**src/rtl/core_insn_loader.sv**
```systemverilog
// Core-side instruction-load receiver: assembles scheduler chunks into a frame, captures R0, drives ready.
// Optional LOADER_ERR_COUNT_EN adds a saturating 8-bit protocol-error counter output (err_count).
module core_insn_loader #(
   parameter int INSN_LOAD_TIME = 4,
   parameter int INSN_W         = 32,
   parameter int CNT_W          = 2,
   parameter int REG_W          = 8
) (
   input  logic                             clk,
   input  logic                             reset,
   input  logic                             start,
   input  logic [CNT_W-1:0]                 insn_load_counter,
   input  logic [INSN_W-1:0]                insn_data,
   input  logic                             init_r0_en,
   input  logic [REG_W-1:0]                 init_r0,
   input  logic                             exec_done,
   output logic                             ready,
   output logic [INSN_LOAD_TIME*INSN_W-1:0] frame,
   output logic                             frame_valid,
   output logic                             r0_load,
   output logic [REG_W-1:0]                 r0_value,
   output logic                             proto_err
`ifdef LOADER_ERR_COUNT_EN
   ,
   output logic [7:0]                       err_count
`endif
);

   typedef enum logic [1:0] {S_IDLE, S_LOAD, S_EXEC} state_t;

   localparam logic [CNT_W-1:0] LAST_IDX = CNT_W'(INSN_LOAD_TIME - 1);

   state_t                             state_q, state_d;
   logic [CNT_W-1:0]                   exp_q, exp_d;
   logic [INSN_LOAD_TIME*INSN_W-1:0]   frame_q, frame_d;
   logic                               fv_q, fv_d;
   logic                               r0l_q, r0l_d;
   logic [REG_W-1:0]                   r0v_q, r0v_d;
   logic                               err_q, err_d;

   logic accept;
   logic last;
   logic err_evt;

   // exp_q is 0 in IDLE, so one compare covers both chunk-0 entry and in-order LOAD chunks
   assign accept  = start && (state_q != S_EXEC) && (insn_load_counter == exp_q);
   assign last    = (insn_load_counter == LAST_IDX);
   assign err_evt = ((state_q == S_IDLE) && start && (insn_load_counter != '0)) ||
                    ((state_q == S_LOAD) && !accept) ||
                    ((state_q == S_EXEC) && start);

   always_ff @(posedge clk or posedge reset) begin
      if (reset) begin
         state_q <= S_IDLE;
      end else begin
         state_q <= state_d;
      end
   end

   always_comb begin
      state_d = state_q;
      case (state_q)
         S_IDLE: if (accept) state_d = last ? S_EXEC : S_LOAD;
         S_LOAD: state_d = accept ? (last ? S_EXEC : S_LOAD) : S_IDLE;
         S_EXEC: if (exec_done) state_d = S_IDLE;
         default: state_d = S_IDLE;
      endcase
   end

   always_comb begin
      ready = (state_q != S_EXEC);
   end

   always_comb begin
      frame_d = frame_q;
      for (int k = 0; k < INSN_LOAD_TIME; k++) begin
         if (accept && (insn_load_counter == CNT_W'(k))) begin
            frame_d[k*INSN_W +: INSN_W] = insn_data;
         end
      end
      exp_d = (accept && !last) ? exp_q + CNT_W'(1) : '0;
      fv_d  = accept && last;
      r0l_d = accept && last && init_r0_en;
      r0v_d = r0l_d ? init_r0 : r0v_q;
      err_d = err_q | err_evt;
   end

   always_ff @(posedge clk or posedge reset) begin
      if (reset) begin
         exp_q   <= '0;
         frame_q <= '0;
         fv_q    <= 1'b0;
         r0l_q   <= 1'b0;
         r0v_q   <= '0;
         err_q   <= 1'b0;
      end else begin
         exp_q   <= exp_d;
         frame_q <= frame_d;
         fv_q    <= fv_d;
         r0l_q   <= r0l_d;
         r0v_q   <= r0v_d;
         err_q   <= err_d;
      end
   end

   assign frame       = frame_q;
   assign frame_valid = fv_q;
   assign r0_load     = r0l_q;
   assign r0_value    = r0v_q;
   assign proto_err   = err_q;

`ifdef LOADER_ERR_COUNT_EN
   logic [7:0] cnt_q, cnt_d;

   always_comb begin
      cnt_d = cnt_q;
      if (err_evt && (cnt_q != 8'hFF)) cnt_d = cnt_q + 8'd1;
   end

   always_ff @(posedge clk or posedge reset) begin
      if (reset) begin
         cnt_q <= '0;
      end else begin
         cnt_q <= cnt_d;
      end
   end

   assign err_count = cnt_q;
`endif

endmodule

```
**config.mk**
```make
export PLATFORM = sky130hd
export DESIGN_NAME = core_insn_loader
export DESIGN_NICKNAME = d
export VERILOG_FILES = /design/src/rtl/core_insn_loader.sv
export SDC_FILE = /design/constraint.sdc
export NUM_CORES = 1
export LEC_CHECK = 0
export ABC_AREA = 1
export CORE_MARGIN = 2
export CORE_UTILIZATION = 55
export CTS_CLUSTER_DIAMETER = 60
export CTS_CLUSTER_SIZE = 40
export DETAILED_ROUTE_END_ITERATION = 12
export DONT_BUFFER_PORTS = 1
export HOLD_SLACK_MARGIN = 0.08
export PLACE_DENSITY_LB_ADDON = 0.08
export SYNTH_ARGS = -nofsm -noshare
export SYNTH_HDL_FRONTEND = slang
export SYNTH_SLANG_ARGS = --single-unit
```
**constraint.sdc**
```tcl
create_clock -name clk -period 8.2 [get_ports clk]
set_input_delay 1.64 -clock clk [delete_from_list [all_inputs] [get_ports clk]]
set_output_delay 1.64 -clock clk [all_outputs]
set_load 0.01 [all_outputs]
```
==> results by group <==
Logic synthesis
  • Register area share after synthesis: between 60% and 70%
  • Multiplexer share of the synthesized area: 0%
  • #FFs+latches synth: 143
  • Post-Synth XOR/XNOR Area: 0%
  • Syn Inst Count: roughly 590
  • Fraction of the mapped netlist area in compound gates: about 6.2%
  • Post-Syn Area per Cell: 9.418 um2
  • Adder-cell share of the synthesized area: 0%
  • Post-Syn Area: 5594 um2
  • Cell variety after synth: 21
  • Share of the synthesized area in the top cell type: about 64%
  • Largest family of logic cells by synthesized area: simple AND/OR/NAND/NOR gates
  • Simple-gate area share of the yosys netlist: 23.31%
  • Leading area contributor after synthesis: dfrtp_1
  • YS warnings: 0
  • Syn nets: between 600 and 700
  • Largest cells by area after synthesis: dfrtp_1, nand2_1, o21ai_0

CTS
  • Max clock buf depth: 2
  • CTS tree: built
  • CTS HTree Levels: 4
  • Root Buffer: clkbuf_8
  • Clk slew on worst S/H paths: around 60 ps
  • Clock tree sinks: between 100 and 150
  • Hold-fix buffers, CTS: 0
  • Cts bufs inserted: 17
  • Post-cts resize count: 0
  • Clock Latency Late Sink: 510 ps
  • Post-CTS Setup Inserts: 0

Timing
  • Final Skew: a little over 8 ps
  • Max Slew Vio Count: 0
  • Tcrit/Tclk final: 33.80%
  • Final hold viol count: 0
  • Setup Viol. Count Final: 0
  • RSZ-0062 raised after global routing: no
  • Post-route setup slack: 5428 ps
  • Total negative slack: 0 ps
  • Tmin final: 2772 ps
  • Max frequency: approximately 360 MHz
  • Hold_ws: approximately 500 ps
  • Headroom to the max-slew limit: between 20% and 30%
  • Worst Tran Pin Value: around 1100 ps

Floorplanning
  • Die X: between 100 and 150 um
  • Die Y: approximately 100 um
  • Die area: 10990 um2
  • Core area: about 9800 um2
  • Initial Util: 56.97%
  • Num rows: 36
  • Number of I/O pins: 187

Drt
  • Vias: between 3000 and 4000
  • TritonRoute pass-1 iters: 4
  • Drt drc: 0
  • First DRT Iteration DRCs: 250
  • DR WL/cell: roughly 18 um
  • WL final: between 10000 and 15000 um
  • Final ANT Viol Nets: 0
  • Via/cell ratio: 5.414

Global route
  • Largest net degree at the start of global routing: 84
  • Initial antenna violation count: 0
  • Vias in the first global route: around 4100
  • Total grt overflow: 0
  • First-pass GRT wire length: approximately 21000 um
  • GRT Overall Usage: between 20% and 30%

Critical path
  • CP max-delay cell: nor2_8
  • Worst EP required: 8600 ps
  • Crit-path cells: inv_1 -> nand2_1 -> nand2_1 -> nand2_2 -> nor2_8 -> nand2_4 -> nand2_1 -> nand2_1
  • Setup CP Type: input port to register
  • CP Launch Type: input port
  • Buffers and inverters on the worst path: 1
  • Most frequent CP cell: nand2_1
  • Crit. End Element: register
  • Cell family with most CP delay: simple AND/OR/NAND/NOR gates
  • Data arrival time of the worst path: between 3000 and 4000 ps
  • CP peak stage delay: ~530 ps
  • Crit Path Max Fanout: 44

Final layout
  • Diodes inserted: 0
  • Most frequent cells in the layout: nand2_1, dfrtp_1, o21ai_0, inv_1, nand3_1
  • Commonest non-fill, non-tap cell in the layout: nand2_1
  • Area Overhead vs Synth: 11.09%
  • Nets: roughly 630
  • Cell area after layout: around 6200 um2
  • Share of layout cells above drive strength 1: ~7.7%

Placed design
  • IO Port Bufs: 0
  • Placed Area: around 5600 um2
  • Pre-CTS setup slack: slightly below 5000 ps
  • HPWL Detailed: 8536 um
  • Global placer's final weighted congestion: a little over 0.8

Power
  • Power consumption: between 0.0015 and 0.002 W
  • Static leakage: ~3.3 nW
  • Power per cell area: slightly above 300 nW/um2
  • Max VDD drop: 0.1630 mV

Job
  • Max-cap viol count: 0

Outcome
  • Status: completed

Hold path
  • Hold Path Class: register to register
-- power by group --
part	internal [W]	leakage [nW]	total [W]	switching, W
Clock	0.000539	0.312	0.000817	0.000278
Combinational	0.0000505	1.12	0.000136	0.0000859
Sequential	0.000822	1.88	0.000973	0.000151
Total	0.00141	3.31	0.00193	0.000514
-- per-layer routing --
layer / part of all wire [%] / GRT usage (%)
met1: 40 / 30.71
met2: 48 / 39.38
met3: 9.2 / 9.669
met4: 2.3 / 10.19
met5: 0 / 0
-- synth_stat cells (all sizes together) --
| cell | instances |
|---|---|
| clkbuf | 4 |
| nand4 | 9 |
| a31oi | 1 |
| o21bai | 1 |
| a21oi | 1 |
| dfrtp | 143 |
| nand3 | 32 |
| buf | 25 |
| nor2 | 8 |
| nor3 | 1 |
| inv | 42 |
| o21ai | 65 |
| nand2 | 262 |
-- final timing paths --
| path | from | endpoint | slack [ps] | cells after the start |
|---|---|---|---|---|
| min reg2reg | exp_q[0] | exp_q[0] | 500 | 1 |
| min in group asynchronous | reset | frame[72] | 1040 | 1 |
| max | insn_load_counter[1] | frame[102] | 5430 | 8 |
| min | exp_q[0] | exp_q[0] | 500 | 1 |
| max in group asynchronous | reset | frame[11] | 5710 | 2 |
| max reg2reg | exp_q[0] | frame[102] | 6090 | 8 |
-- cells by family (layout without fill, tap and decap cells) --
group | Yosys count | in the layout
AO/OA/AOI/OAI | 68 | 68
AND/OR/NAND/NOR | 312 | 312
buffers and inverters | 71 | 76
flip-flops | 143 | 143
-- sequential cells by signal, summed over array words and instances (netlist names) --
signal / count
frame: 128
r0_value: 8
exp_q: 2
state_q: 2
frame_valid: 1
proto_err: 1
r0_load: 1
-- through the flow --
stage	std cells	utilization (%)
finish	732	63.29
global route	732	63.29
CTS	732	63.29
detailed placement	700	56.82
global placement	700	56.82
floorplan	594	-
-- final cells by class --
class / count / area, um2
clock buffer: 21 / 449.2
tap: 133 / 166.4
timing repair buffer: 2 / 15.01
fill: 879 / 3605
sequential: 143 / 3578
inverter: 42 / 162.7
multi-input combinational: 380 / 1657
clock inverter: 11 / 186.4
Note: power is estimated with default switching activity, not from simulation.
